**src/rtl/seg_scan_pkg.sv**
```systemverilog
// seg_scan_pkg: shared FSM states, conversion constants, and 7-segment cathode codes for seg_scan_controller
package seg_scan_pkg;
  typedef enum logic [1:0] {IDLE, CONVERT, LOAD} state_t;
  localparam logic [13:0] MAX_VAL = 14'd9999;
  localparam logic [3:0] CONV_CYCLES = 4'd14;
  localparam logic [6:0] SEG_0 = 7'b1000000;
  localparam logic [6:0] SEG_1 = 7'b1111001;
  localparam logic [6:0] SEG_2 = 7'b0100100;
  localparam logic [6:0] SEG_3 = 7'b0110000;
  localparam logic [6:0] SEG_4 = 7'b0011001;
  localparam logic [6:0] SEG_5 = 7'b0010010;
  localparam logic [6:0] SEG_6 = 7'b0000010;
  localparam logic [6:0] SEG_7 = 7'b1111000;
  localparam logic [6:0] SEG_8 = 7'b0000000;
  localparam logic [6:0] SEG_9 = 7'b0010000;
  localparam logic [6:0] SEG_BLANK = 7'b1111111;
  // double-dabble correction: every BCD nibble >= 5 gets +3 before the shift
  function automatic logic [15:0] bcd_adj(input logic [15:0] b);
    logic [15:0] r;
    r = b;
    for (int i = 0; i < 4; i++) r[4*i +: 4] = b[4*i +: 4] >= 4'd5 ? b[4*i +: 4] + 4'd3 : b[4*i +: 4];
    return r;
  endfunction
endpackage

```
**src/rtl/seg_scan_if.sv**
```systemverilog
// seg_scan_if: CPU result bus handshake into the display sequencer
interface seg_scan_if;
  logic        in_valid;
  logic [31:0] in_data;
  logic        in_ready;
  logic        done;
  logic        overflow;
  modport master (output in_valid, in_data, input in_ready, done, overflow);
  modport slave (input in_valid, in_data, output in_ready, done, overflow);
endinterface

```
**src/rtl/bcd_to_seg.sv**
```systemverilog
// bcd_to_seg: 4-bit BCD digit to active-low {g,f,e,d,c,b,a} cathode pattern, purely combinational
module bcd_to_seg
  import seg_scan_pkg::*;
(
    input  logic [3:0] bcd,
    output logic [6:0] seg
);
    always_comb
        case (bcd)
            4'd0: seg = SEG_0;
            4'd1: seg = SEG_1;
            4'd2: seg = SEG_2;
            4'd3: seg = SEG_3;
            4'd4: seg = SEG_4;
            4'd5: seg = SEG_5;
            4'd6: seg = SEG_6;
            4'd7: seg = SEG_7;
            4'd8: seg = SEG_8;
            4'd9: seg = SEG_9;
            default: seg = SEG_BLANK;
        endcase
endmodule

```
**src/rtl/seg_scan_controller.sv**
```systemverilog
// seg_scan_controller: accepts a value, converts it to BCD by iterative double-dabble and scans it onto a 4-digit 7-seg.
// Optional `SEG_LEADING_ZERO_BLANK_EN blanks leading-zero digit slots.
module seg_scan_controller
  import seg_scan_pkg::*;
#(
    parameter int REFRESH_DIV = 50000,
    parameter int CNT_W = 16
) (
    input  logic       clk,
    input  logic       reset,
    seg_scan_if.slave  bus,
    output logic [3:0] anode,
    output logic [6:0] cathode
);
    state_t state, state_d;
    logic [13:0] bin;
    logic [15:0] bcd, disp;
    logic [3:0] cnt, digit;
    logic [1:0] digit_idx;
    logic [CNT_W-1:0] presc;
    logic [6:0] seg;
    logic in_ready, done, overflow, lit, wrap;
    assign bus.in_ready = in_ready;
    assign bus.done = done;
    assign bus.overflow = overflow;
    assign wrap = presc == CNT_W'(REFRESH_DIV - 1);
    // slot 0 is the thousands digit, so the shift walks down from bit 12
    assign digit = 4'(disp >> {~digit_idx, 2'b00});
`ifdef SEG_LEADING_ZERO_BLANK_EN
    assign lit = digit_idx == 2'd3 || (disp >> {~digit_idx, 2'b00}) != 16'd0;
`else
    assign lit = 1'b1;
`endif
    bcd_to_seg u_seg (.bcd(digit), .seg(seg));
    always_comb begin
        in_ready = state == IDLE;
        done = state == LOAD;
        state_d = state == IDLE ? (bus.in_valid ? CONVERT : IDLE)
                : state == CONVERT ? (cnt == 4'(CONV_CYCLES - 1) ? LOAD : CONVERT) : IDLE;
    end
    always_ff @(posedge clk or negedge reset)
        if (!reset) begin
            state <= IDLE;
            bin <= '0;
            bcd <= '0;
            cnt <= '0;
            disp <= '0;
            overflow <= 1'b0;
            presc <= '0;
            digit_idx <= '0;
            anode <= 4'b1111;
            cathode <= SEG_BLANK;
        end else begin
            state <= state_d;
            presc <= wrap ? '0 : presc + 1'b1;
            digit_idx <= digit_idx + 2'(wrap);
            anode <= lit ? ~(4'b1000 >> digit_idx) : 4'b1111;
            cathode <= seg;
            if (state == IDLE && bus.in_valid) begin
                bin <= bus.in_data > 32'(MAX_VAL) ? MAX_VAL : bus.in_data[13:0];
                bcd <= '0;
                cnt <= '0;
                overflow <= bus.in_data > 32'(MAX_VAL);
            end else if (state == CONVERT) begin
                {bcd, bin} <= {bcd_adj(bcd), bin} << 1;
                cnt <= cnt + 1'b1;
            end
            if (state == LOAD) disp <= bcd;
        end
endmodule
```
**src/flat_wrapper.sv**
```systemverilog
// flat-port wrapper written by rule: the top's interface ports become plain ports
module seg_scan_controller_flat import seg_scan_pkg::*;
#(
    parameter int REFRESH_DIV = 50000,
    parameter int CNT_W = 16
)
  (clk, reset, anode, cathode, bus_in_valid, bus_in_data, bus_in_ready, bus_done, bus_overflow);
  seg_scan_if bus_i ();
  input  logic clk;
  input  logic reset;
  output logic [3:0] anode;
  output logic [6:0] cathode;
  input wire logic [$bits(bus_i.in_valid)-1:0] bus_in_valid;
  input wire logic [$bits(bus_i.in_data)-1:0] bus_in_data;
  output wire logic [$bits(bus_i.in_ready)-1:0] bus_in_ready;
  output wire logic [$bits(bus_i.done)-1:0] bus_done;
  output wire logic [$bits(bus_i.overflow)-1:0] bus_overflow;
  assign bus_i.in_valid = bus_in_valid;
  assign bus_i.in_data = bus_in_data;
  assign bus_in_ready = bus_i.in_ready;
  assign bus_done = bus_i.done;
  assign bus_overflow = bus_i.overflow;
  seg_scan_controller #(.REFRESH_DIV(REFRESH_DIV), .CNT_W(CNT_W)) u_core (.clk(clk), .reset(reset), .bus(bus_i), .anode(anode), .cathode(cathode));
endmodule
```
**config.mk**
```make
export PLATFORM = sky130hd
export DESIGN_NAME = seg_scan_controller_flat
export DESIGN_NICKNAME = d
export VERILOG_FILES = /design/src/rtl/seg_scan_pkg.sv /design/src/rtl/seg_scan_if.sv /design/src/rtl/bcd_to_seg.sv /design/src/rtl/seg_scan_controller.sv /design/src/flat_wrapper.sv
export SDC_FILE = /design/constraint.sdc
export NUM_CORES = 1
export LEC_CHECK = 0
export ABC_AREA = 1
export CORE_MARGIN = 2
export CORE_UTILIZATION = 50
export CTS_BUF_LIST = sky130_fd_sc_hd__clkbuf_4
export CTS_CLUSTER_DIAMETER = 150
export DETAILED_ROUTE_END_ITERATION = 10
export PLACE_DENSITY = 0.79
export RECOVER_POWER = 100
export SLEW_MARGIN = 20
export SYNTH_ARGS = -nofsm -noshare
export SYNTH_HDL_FRONTEND = slang
export SYNTH_SLANG_ARGS = --single-unit
export TNS_END_PERCENT = 100
```
**constraint.sdc**
```tcl
create_clock -name clk -period 1.7 [get_ports clk]
set_input_delay 0.255 -clock clk [delete_from_list [all_inputs] [get_ports clk]]
set_output_delay 0.255 -clock clk [all_outputs]
set_load 0.01 [all_outputs]
```
After elaboration in Yosys (flattened, before gate mapping)
Memory sizes are Yosys's and may differ from the RTL's. A register that Yosys moved wholly into a read port is not among the register bits.
Index checks and enable logic that the tools add are counted.
{ "word_totals": {"reg_bits": 75, "romBits": 112, "input_bits": 35, "n_memories": 1} }
{ "mem_list": {"columns": ["name", "depth", "word_bits", "read_ports", "rd_ports_with_merged_regs", "wr", "line_no", "rtl"], "rows": [
  ["(no name shown)", 16, 7, 1, 1, 0, "bcd_to_seg.sv:9", "case (bcd)"]
]} }
{ "op_classes": {"addsub": 7, "order_cmp": 5, "n_eq_ne": 4, "shifts": 2, "muxes": 16, "bitwise": 2, "n_reduce_logical": 4} }
{ "ops": {"columns": ["cell", "count"], "rows": [
  ["16-bit 2-to-1 mux", 3],
  ["14-bit 2-to-1 mux", 3],
  ["32-bit by 14-bit greater-than comparator with 1-bit output, second input constant", 1],
  ["4-bit 2-to-1 mux", 5],
  ["16-bit by 1-bit adder with 16-bit output, second input constant", 1],
  ["16-bit == test, second input constant", 1],
  ["4-bit by 3-bit greater-or-equal comparator with 1-bit output, second input constant", 4],
  ["16-bit by 4-bit >> shifter with 4-bit output", 1],
  ["4-bit by 2-bit adder with 4-bit output, second input constant", 3],
  ["2-bit 2-to-1 mux", 3],
  ["4-bit by 1-bit adder with 4-bit output, second input constant", 1],
  ["4-bit == test, second input constant", 1],
  ["4-bit inverter", 1],
  ["4-bit by 2-bit >> shifter with 4-bit output, first input constant", 1],
  ["3-bit by 2-bit adder with 3-bit output, second input constant", 1],
  ["3-bit 2-to-1 mux", 1],
  ["2-bit by 1-bit adder with 2-bit output", 1],
  ["2-bit by 1-bit == test with 1-bit output, second input constant", 1],
  ["2-bit == test, second input constant", 1],
  ["2-bit logical NOT", 1],
  ["2-bit inverter", 1],
  ["2-bit nonzero test", 1],
  ["1-bit logical AND", 1],
  ["1-bit logical NOT", 1],
  ["1-bit 2-to-1 mux", 1]
]} }

Longest topological paths before layout
Gate-level depths: netlist of the first run.
{ "depth": {"depth_word": 4, "depth_mapped": 13, "ltp_nobuf": 12} }

Modules after synthesis
From an unflattened synthesis of the first run, not the netlist that was laid out.
{ "unflattened": {"cells_unflattened": 480, "hier_area_um2": 4192.8} }
{ "by_module_without_submodules": {"columns": ["mod", "n_inst", "cells_per_inst", "area_per_inst_um2"], "rows": [
  ["seg_scan_controller", 1, 445, 4005.1],
  ["bcd_to_seg", 1, 35, 187.7]
]} }

Least setup slack after synthesis of the first run
Ideal clock, no wire load.
{ "synth_path": {"path_type": "reg2reg", "start": "register u_core.digit_idx[1]", "end": "register u_core.cathode[6]", "setup_time_ns": 0.081, "arrival_time_ns": 1.517, "t_required_ns": 1.619, "setup_slack_ns": 0.103, "path_stages_with_launch": 12, "path_buffers": 1, "synth_period_minus_slack_ns": 1.597, "path_cell_list": "dfrtp_1 -> buf_6 -> nand2_2 -> inv_2 -> nand2_1 -> nand2_1 -> nor2_1 -> inv_1 -> ha_1 -> or2_1 -> nand3_1 -> nand2_1"} }
{ "synth_via": {"elab_chain_len": 2} }
{ "synth_lines": {"columns": ["element", "line_no", "rtl"], "rows": [
  ["from (decl)", "seg_scan_controller.sv:19", "logic [1:0] digit_idx;"],
  ["from (signal assigned)", "seg_scan_controller.sv:56", "digit_idx <= digit_idx + 2'(wrap);"],
  ["2-bit inverter", "seg_scan_controller.sv:28", "assign digit = 4'(disp >> {~digit_idx, 2'b00});"],
  ["16-bit by 4-bit >> shifter with 4-bit output", "seg_scan_controller.sv:28", null],
  ["to (decl)", "seg_scan_controller.sv:13", "output logic [6:0] cathode"]
]} }
Every way passes these cells.
A chain may end at the register's enable or synchronous reset.

Worst setup path in the final report of the first run
{ "layout_path": {"start": "register u_core.presc[10]", "end": "register u_core.digit_idx[1]"} }
{ "layout_via": {"elab_chain_len": 2} }
{ "layout_lines": {"columns": ["element", "line_no", "rtl"], "rows": [
  ["from (decl)", "seg_scan_controller.sv:20", "logic [CNT_W-1:0] presc;"],
  ["from (signal assigned)", "seg_scan_controller.sv:55", "presc <= wrap ? '0 : presc + 1'b1;"],
  ["16-bit == test", "seg_scan_controller.sv:26", "assign wrap = presc == CNT_W'(REFRESH_DIV - 1);"],
  ["2-bit by 1-bit adder with 2-bit output", "seg_scan_controller.sv:56", null]
]} }
Every way passes these cells.

==> results of run 1 <==
-- sequential cells by signal, indices dropped and copies added (netlist names), 2 cells and up --
register	count
u_core.bcd	16
u_core.disp	16
u_core.presc	16
u_core.bin	14
u_core.cathode	7
u_core.anode	4
u_core.cnt	4
u_core.digit_idx	2
u_core.state	2
-- path summary, 6_finish.rpt --
kind,start,end,slack (ns)
min reg2reg,u_core.bin[10],u_core.bin[10],0.48
max reg2reg,u_core.presc[10],u_core.digit_idx[1],0.07
min,reset,u_core.disp[6],0.35
min in group clk,bus_in_data[0],u_core.bin[0],0.40
max,u_core.presc[10],u_core.digit_idx[1],0.07
max in group asynchronous,reset,u_core.presc[1],0.73
-- critical path, cell delays in order, from the launching register on --
cell and delay (ns):
dfrtp_1 0.42, or2_2 0.36, nor4_4 0.33, ha_2 0.25, xor2_1 0.17
-- area by class of cell --
cell class,instances,area [µm²]
Clock inverter,6,82.6
Fill cell,686,3080
Clock buffer,10,75.1
Sequential cell,82,2070
Multi-Input combinational cell,325,1850
Tap cell,105,131
Timing Repair Buffer,68,639
Inverter,65,246
-- routing by layer --
metal	share of wire, %	up-vias
met5	0	-
met4	2.5	0
met3	5.2	19
met2	49	106
met1	43	1630
li1	-	1705
-- synth_stat cells, types with 2 or more instances --
| cell | number | share of area [%] |
|---|---|---|
| nand2_1 | 96 | 8.6 |
| dfrtp_1 | 71 | 42 |
| inv_1 | 55 | 4.9 |
| o21ai_0 | 51 | 6.1 |
| nor2_1 | 43 | 3.8 |
| a21oi_1 | 26 | 3.1 |
| nand3_1 | 22 | 2.6 |
| ha_1 | 17 | 5.1 |
| dfstp_2 | 11 | 6.9 |
| xor2_1 | 11 | 2.3 |
| inv_2 | 9 | 0.81 |
| nand2_2 | 8 | 1.2 |
| o22ai_1 | 7 | 1.0 |
| buf_2 | 5 | 0.60 |
| xnor2_1 | 5 | 1.0 |
| nand4_1 | 4 | 0.60 |
| o221ai_1 | 4 | 0.83 |
| a22o_1 | 3 | 0.63 |
| clkbuf_1 | 3 | 0.27 |
| nor2_2 | 3 | 0.45 |
| or2_2 | 3 | 0.45 |
| a22oi_1 | 2 | 0.36 |
| buf_6 | 2 | 0.54 |
| nand2_4 | 2 | 0.54 |
| nand3b_1 | 2 | 0.36 |
| nor2_4 | 2 | 0.54 |
| nor3_1 | 2 | 0.24 |
| nor4_4 | 2 | 1.0 |
| o21ai_4 | 2 | 0.78 |
| or2_1 | 2 | 0.30 |
-- power by group through the flow --
stage | logic (mW) | registers, mW | clock network (mW)
finish | 2.91 | 3.02 | 1.27
CTS | 2.88 | 3.01 | 1.29
global route | 3.34 | 3.09 | 1.38
detailed placement | 2.88 | 3.04 | 0
floorplan | 2.02 | 2.97 | 0
global placement | 2.74 | 3.01 | 0
-- kinds of logic (layout without fill, tap and decap cells) --
kind of cell,after synthesis,in the layout,synth area share (%)
AND/OR/NAND/NOR,194,194,21.5
AO/OA/AOI/OAI,98,98,13.4
flip-flops,82,82,49.2
buffers and inverters,76,149,7.46
adder cells (fa/ha/maj),17,17,5.07
XOR/XNOR,16,16,3.34
-- what timing repair did --
| action | in CTS | in global routing |
|---|---|---|
| hold endpoints to repair | 29 | 0 |
| resized for setup | 16 | 10 |
| setup endpoints to repair | 14 | 7 |
| hold buffers | 1 | 0 |
| cloned | 0 | 0 |
| buffers inserted | 1 | 3 |
| pin swaps | 0 | 3 |
-- through the flow --
| step | setup TNS [ns] | total power [mW] | hold slack [ns] | worst slack (ns) | util (%) |
|---|---|---|---|---|---|
| 2_1_floorplan | 0 | 5.00 | -0.0406 | 0.103 | - |
| 3_3_place_gp | -0.0218 | 5.76 | 0.272 | -0.0130 | 59.6 |
| 3_5_place_dp | -0.103 | 5.93 | 0.274 | -0.0493 | 59.6 |
| 4_1_cts | 0 | 7.18 | 0.349 | 0.0239 | 61.7 |
| 5_1_grt | -0.0124 | 7.81 | 0.380 | -0.00752 | 62.4 |
| 6_report | 0 | 7.20 | 0.351 | 0.0658 | 62.4 |
==> impl_metrics.tcl, run 1 <==
set metrics [dict create \
    status "finished, final reports clean" \
    clock_latency_ns 0.43 \
    dpl_cell_area_mm2 0.00488 \
    cap_viol_max_count 0 \
    hold_path_class "in2async" \
    start_util_pct 51.3 \
    antenna_cells 0 \
    drt_iter0_drc 192 \
    antenna_found_initial 0 \
    switching_share_pct 38.5 \
    hold_viol 0 \
    grt_pass1_wl_um 14500 \
    routed_wirelength_um 8420 \
    synthesis.area_mm2 0.00420 \
    fp-row-count 33 \
    synth_seq_area_share_pct 49.2 \
    die_w_um 95.6 \
    drt_first_pass_iters 5 \
    p_comb_share_pct 40.4 \
    area_growth_pct 21.5 \
    grtUsageMet1_pct 23.8 \
    num-nets-final 603 \
    relSlewSlack_pct 64.3 \
    dp_hpwl_um 6240 \
    dpl.cell_count 640 \
    cp-start-kind "flip-flop" \
    busiest_layer "met2" \
    drv_slew 0 \
    crit_fanout 4 \
    synth_ff_type "dfrtp_1" \
    dieArea_mm2 0.00914 \
    vias_per_cell 5.23 \
    cp_data_required_time_ns 2.03 \
    max_freq_mhz 612 \
    synthesis.nets 535 \
    fin_crit_ns 1.63 \
    power_frac_clock_pct 17.6 \
    p_switching_mw 2.77 \
    yosysWarnings 0 \
    finish.instance_area_mm2 0.00510 \
    grt_pass1_vias 3433 \
    numCtsBuffers 9 \
    end_kind "flip-flop" \
    clk_pin_slew_ns 0.14 \
    p_seq_share_pct 42.0 \
    drive_above_1_share_pct 16.0 \
    synth-async-reset-ratio_pct 100 \
    place_congestion 0.862 \
    grt_max_degree 43 \
    drc_errors 0 \
    internal_power_mw 4.43 \
    drt-wirelength-per-cell_um 12.7 \
    cts_tree "done" \
    core-area_mm2 0.00818 \
    finalSetupViolCount 0 \
    num_io_pins 49 \
    cellLeakagePower_nw 2.48 \
    clockBufferDepth 2 \
    synthCells 483 \
    ff2ff_path_depth 4 \
    num_vias 3460 \
    grt_util_met3_pct 4.19 \
    synth.distinct_cells 38 \
    cts_max_level 3 \
    final_cell_mix "nand2_1 (94), dfrtp_1 (68), inv_1 (55)" \
    p_per_area_mw_per_mm2 1410 \
    crit_arrival_ns 1.97 \
    synth_edf_count 0 \
    grt_setup_unrepaired "true" \
    port_buffers 48 \
    finalCritPeriodShare_pct 96.1 \
    avgSynthCellArea_um2 8.69 \
    die_y_um 95.6 \
    finalNonFillerCells 661 \
    root_buffer "clkbuf_4" \
    grt_overflow 0 \
    final_common_cell "nand2_1" \
    use_met2_pct 36.0 \
    ir_drop_mv 0.909 \
    track_usage_pct 20.3 \
    detail-route-antenna-nets 0 \
    criticalPathCategory "reg2reg" \
    tightest_slew_ns 0.535 \
    ys_ff_latch 82 \
    numClockSinks 82 \
    fin_skew_ns 0.0192 \
]
Power figures use the tool's default switching activity.
==> run 2: changes to the inputs <==
--- a/config.mk
+++ b/config.mk
@@ -7,11 +7,11 @@
 export LEC_CHECK = 0
 export ABC_AREA = 1
 export CORE_MARGIN = 2
-export CORE_UTILIZATION = 50
+export CORE_UTILIZATION = 40
 export CTS_BUF_LIST = sky130_fd_sc_hd__clkbuf_4
 export CTS_CLUSTER_DIAMETER = 150
 export DETAILED_ROUTE_END_ITERATION = 10
-export PLACE_DENSITY = 0.79
+export PLACE_DENSITY = 0.67
 export RECOVER_POWER = 100
 export SLEW_MARGIN = 20
 export SYNTH_ARGS = -nofsm -noshare
==> run 2 against run 1 <==
  * Register-to-register slack better by 0.03 ns
  * Routed wire length shrank 3.0%
  * Critical path depth down 1
  * Clock power down 9%
  * Design area is essentially flat
  * Sequential power about the same
  * Clock skew up 0.00054 ns
  * Count of clock-buffer cells in the layout down 1
  * Final cell count is 5.1% higher
  * First-iteration DRC count is 1.6% lower
  * Flip-flop and latch count unchanged
  * Maximum frequency is 1.3% higher
  * Highest routed layer unchanged
==> impl_metrics.tcl, run 2 (synthesized netlist as in run 1, its figures left out) <==
set metrics [dict create \
    final_cell_mix "nand2_1 (97), dfrtp_1 (69), inv_1 (55)" \
    cp_data_required_time_ns 1.44 \
    drc_errors 0 \
    cp-start-kind "flip-flop" \
    dieArea_mm2 0.0113 \
    cts_tree "done" \
    drive_above_1_share_pct 14.8 \
    clock_latency_ns 0.44 \
    die_y_um 106 \
    track_usage_pct 15.7 \
    drt_iter0_drc 189 \
    area_growth_pct 21.5 \
    cap_viol_max_count 0 \
    p_comb_share_pct 40.5 \
    num-nets-final 606 \
    antenna_found_initial 0 \
    numCtsBuffers 9 \
    drv_slew 0 \
    p_seq_share_pct 43.0 \
    power_frac_clock_pct 16.5 \
    place_congestion 0.832 \
    max_freq_mhz 620 \
    core-area_mm2 0.0102 \
    dp_hpwl_um 6190 \
    reg_top3 "u_core.bcd: 16 flops, u_core.disp: 16 flops, u_core.presc: 16 flops" \
    p_switching_mw 2.75 \
    drt-wirelength-per-cell_um 11.7 \
    p_per_area_mw_per_mm2 1370 \
    port_buffers 48 \
    antenna_cells 0 \
    internal_power_mw 4.23 \
    finalSetupViolCount 0 \
    detail-route-antenna-nets 0 \
    hold_path_class "in2reg" \
    ir_drop_mv 0.662 \
    vias_per_cell 4.86 \
    numClockSinks 82 \
    relSlewSlack_pct 22.4 \
    cellLeakagePower_nw 2.44 \
    clockBufferDepth 2 \
    crit_fanout 3 \
    fin_util_pct 49.8 \
    final_common_cell "nand2_1" \
    num_vias 3381 \
    criticalPathCategory "reg2out" \
    crit_arrival_ns 1.36 \
    grt_setup_unrepaired "true" \
    finish.instance_area_mm2 0.00510 \
    fin_skew_ns 0.0197 \
    switching_share_pct 39.4 \
    cts_max_level 3 \
    hold_viol 0 \
    root_buffer "clkbuf_4" \
    status "finished, final reports clean" \
    grt_max_degree 47 \
    grt_overflow 0 \
    clk_pin_slew_ns 0.12 \
    tightest_slew_ns 1.16 \
    grt_pass1_vias 3347 \
    num_io_pins 49 \
    routed_wirelength_um 8170 \
    fp-row-count 37 \
    end_kind "output port" \
    start_util_pct 41.0 \
    setup_tns_ns 0 \
    grt_pass1_wl_um 14400 \
    fin_crit_ns 1.61 \
    dpl_cell_area_mm2 0.00492 \
    drt_first_pass_iters 4 \
    finalCritPeriodShare_pct 94.9 \
    die_w_um 106 \
]
[run 2: changes by cell type in the layout (fill, tap and decap cells not counted), moves of 3 or more]
cell	before	now
clkbuf_1	0	4
nand2_2	9	6
clkbuf_2	0	3
buf_4	18	15
clkinvlp_4	0	3
nand2_1	94	97
[run 2: worst paths after layout]
kind                                startpoint                 to  slack, ns  cells past startpoint
min                             bus_in_data[0]      u_core.bin[0]       0.38                      3
max reg2reg                u_core.digit_idx[1]  u_core.cathode[5]       0.10                      8
min reg2reg                      u_core.bin[3]      u_core.bin[3]       0.50                      2
max                            u_core.state[0]       bus_in_ready       0.09                      3
min in group asynchronous                reset     u_core.disp[3]       0.56                      2
max in group asynchronous                reset     u_core.bcd[12]       0.33                      3
[run 2: stage by stage]
step | setup WS, ns | hold slack [ns] | cells | total power, mW
after floorplan | 0.103 | -0.0406 | 483 | 5.00
after global placement | 0.0421 | 0.302 | 674 | 5.75
after detailed placement | 0.0195 | 0.305 | 674 | 5.88
after CTS | 0.0284 | 0.351 | 692 | 7.03
after global routing | -0.00622 | 0.384 | 695 | 7.62
final | 0.0875 | 0.381 | 695 | 6.98
[run 2: power groups by stage]
stage          registers (mW)  logic (mW)  clock network, mW
2_1_floorplan            2.97        2.02                  0
4_1_cts                  3.00        2.83               1.20
6_report                 3.00        2.82               1.15
3_3_place_gp             3.02        2.73                  0
3_5_place_dp             3.05        2.83                  0
5_1_grt                  3.08        3.25               1.28
[run 2: layout make-up]
class | count | area (µm²)
tap | 136 | 170
inverter | 65 | 250
fill | 954 | 5130
sequential | 82 | 2070
timing repair buffer | 71 | 629
multi-input combinational | 325 | 1830
clock buffer | 9 | 67.6
clock inverter | 7 | 76.3
[run 2: worst max-delay path, cell delays in order (launching register included)]
cell	delay (ns)
dfrtp_1	0.41
clkbuf_1	0.13
nor2_4	0.12
dlygate4sd2_1	0.28
[run 2: routing by layer]
layer | GRT usage, % | part of all wire, % | up-vias
li1 | - | - | 1707
met1 | 19.4 | 46 | 1577
met2 | 26.5 | 48 | 84
met3 | 3.62 | 4.7 | 13
met4 | 6.12 | 1.7 | 0
met5 | 0 | 0 | -
[run 2: repair_timing]
item                       in CTS  in global routing
hold buffers                    1                  0
setup endpoints to repair      13                  9
pin swaps                       0                  0
resized for setup              17                  6
hold endpoints to repair       32                  0
setup buffers                   1                  3
gates cloned                    0                  0
==> run 3: changes to the inputs <==
--- a/config.mk
+++ b/config.mk
@@ -13,6 +13,7 @@
 export DETAILED_ROUTE_END_ITERATION = 10
 export PLACE_DENSITY = 0.67
 export RECOVER_POWER = 100
+export SKIP_CTS_REPAIR_TIMING = 1
 export SLEW_MARGIN = 20
 export SYNTH_ARGS = -nofsm -noshare
 export SYNTH_HDL_FRONTEND = slang
==> run 3 against run 2 <==
  * Clock power is essentially flat
  * Via count is 0.62% lower
  * Combinational power decreased by 1%
  * Global-route usage barely moved
  * Flip-flop and latch count did not move
  * Sequential power hardly changed
  * Design area shrank 0.39%
  * Highest routed layer unchanged
  * Count of clock-buffer cells in the layout is the same
  * Worst hold slack about the same
==> impl_metrics.tcl, run 3 (synthesized netlist as in run 1, its figures left out) <==
set metrics [dict create \
    status "finished, final reports clean" \
    area_growth_pct 21.0 \
    grt_util_met3_pct 3.68 \
    relSlewSlack_pct 22.5 \
    crit_fanout 2 \
    setup_tns_ns 0 \
    r2r_slack_ns 0.11 \
    switching_share_pct 39.1 \
    criticalPathCategory "reg2out" \
    reg_top3 "u_core.bcd: 16 flops, u_core.disp: 16 flops, u_core.presc: 16 flops" \
    track_usage_pct 15.6 \
    fp-row-count 37 \
    final_cell_mix "nand2_1 (97), dfrtp_1 (68), inv_1 (56)" \
    drv_slew 0 \
    detail-route-antenna-nets 0 \
    whs_path_depth 3 \
    crit_cells 1 \
    cp_data_required_time_ns 1.44 \
    use_met2_pct 26.4 \
    dieArea_mm2 0.0113 \
    crit_path_cell_trace "clkdlybuf4s50_1" \
    die_y_um 106 \
    p_comb_share_pct 40.0 \
    fin_skew_ns 0.0201 \
    final_common_cell "nand2_1" \
    internal_power_mw 4.23 \
    busiest_layer "met2" \
    drc_errors 0 \
    clk_pin_slew_ns 0.12 \
    dp_hpwl_um 6190 \
    max_freq_mhz 627 \
    antenna_found_initial 0 \
    clock_latency_ns 0.44 \
    numCtsBuffers 9 \
    p_per_area_mw_per_mm2 1370 \
    drt_iter0_drc 199 \
    routed_wirelength_um 8140 \
    cellLeakagePower_nw 2.44 \
    cp_top_family "buffers and inverters" \
    cts_max_level 3 \
    drt_first_pass_iters 4 \
    antenna_cells 0 \
    cp-start-kind "flip-flop" \
    grt_max_degree 47 \
    power.total_mw 6.94 \
    p_switching_mw 2.72 \
    num_vias 3360 \
    ir_drop_mv 0.662 \
    ff2ff_path_depth 8 \
    grt_overflow 0 \
    reg2reg_to "u_core.cathode[5]" \
    grt_setup_unrepaired "true" \
    die_w_um 106 \
    num_io_pins 49 \
    hold_viol 0 \
    cts_tree "done" \
    grtUsageMet1_pct 19.4 \
    cp_slowest_cell "clkdlybuf4s50_1" \
    drt-wirelength-per-cell_um 11.7 \
    hold_path_class "in2reg" \
    start_util_pct 41.0 \
    grt_pass1_vias 3329 \
    numClockSinks 82 \
    cp.buffers_inverters 1 \
    tightest_slew_ns 1.16 \
    fin_crit_ns 1.60 \
    crit_arrival_ns 1.34 \
    place_congestion 0.832 \
    drive_above_1_share_pct 14.0 \
    clockBufferDepth 2 \
    grt_pass1_wl_um 14400 \
    min_from "bus_in_data[0]" \
    p_seq_share_pct 43.4 \
    vias_per_cell 4.85 \
    finalSetupViolCount 0 \
    num-nets-final 604 \
    core-area_mm2 0.0102 \
    root_buffer "clkbuf_4" \
    finalCritPeriodShare_pct 93.9 \
    power_frac_clock_pct 16.6 \
    end_kind "output port" \
    r2r_start "u_core.digit_idx[1]" \
    slowest_delay_ns 0.54 \
    min_to "u_core.bin[0]" \
    port_buffers 48 \
    cap_viol_max_count 0 \
]
[run 3: layout make-up]
type,count,area [µm²]
clock inverters,7,76.3
fillers,945,5150
clock buffers,9,67.6
inverters,65,246
flip-flops and latches,82,2070
well taps,136,170
repair buffers,69,639
multi-input cells,325,1810
[run 3: power groups by stage]
| stage | sequential [mW] | clock [mW] | combinational, mW |
|---|---|---|---|
| after floorplan | 2.97 | 0 | 2.02 |
| final | 3.01 | 1.15 | 2.78 |
| after CTS | 3.01 | 1.20 | 2.84 |
| after detailed placement | 3.05 | 0 | 2.83 |
| after global placement | 3.02 | 0 | 2.73 |
| after global routing | 3.09 | 1.28 | 3.21 |
[run 3: metrics by stage]
step | instances | hold slack [ns] | instance area, µm² | util (%) | setup WS (ns)
global route | 693 | 0.384 | 5080 | 49.6 | -0.00622
detailed placement | 674 | 0.305 | 4920 | 48.1 | 0.0195
CTS | 690 | -0.195 | 5070 | 49.5 | -0.315
floorplan | 483 | -0.0406 | 4200 | - | 0.103
finish | 693 | 0.381 | 5080 | 49.6 | 0.104
global placement | 674 | 0.302 | 4920 | 48.1 | 0.0421
[run 3: metal layers]
| layer | vias to the layer above | part of all wire [%] | wire, µm |
|---|---|---|---|
| met1 | 1572 | 47 | 3790 |
| met4 | 0 | 1.7 | 136 |
| met3 | 13 | 4.3 | 346 |
| met5 | - | 0 | 0 |
| li1 | 1700 | - | - |
| met2 | 75 | 48 | 3870 |
[run 3: worst max path at each step]
stage | start | endpoint | slack (ns)
floorplan | u_core.digit_idx[1] | u_core.cathode[6] | 0.10
global placement | bus_in_data[31] | u_core.bin[0] | 0.04
detailed placement | bus_in_data[30] | u_core.bin[0] | 0.02
CTS | u_core.state[1] | bus_done | -0.31
global route | u_core.presc[1] | u_core.digit_idx[1] | -0.006
finish | u_core.bus.overflow | bus_overflow | 0.10
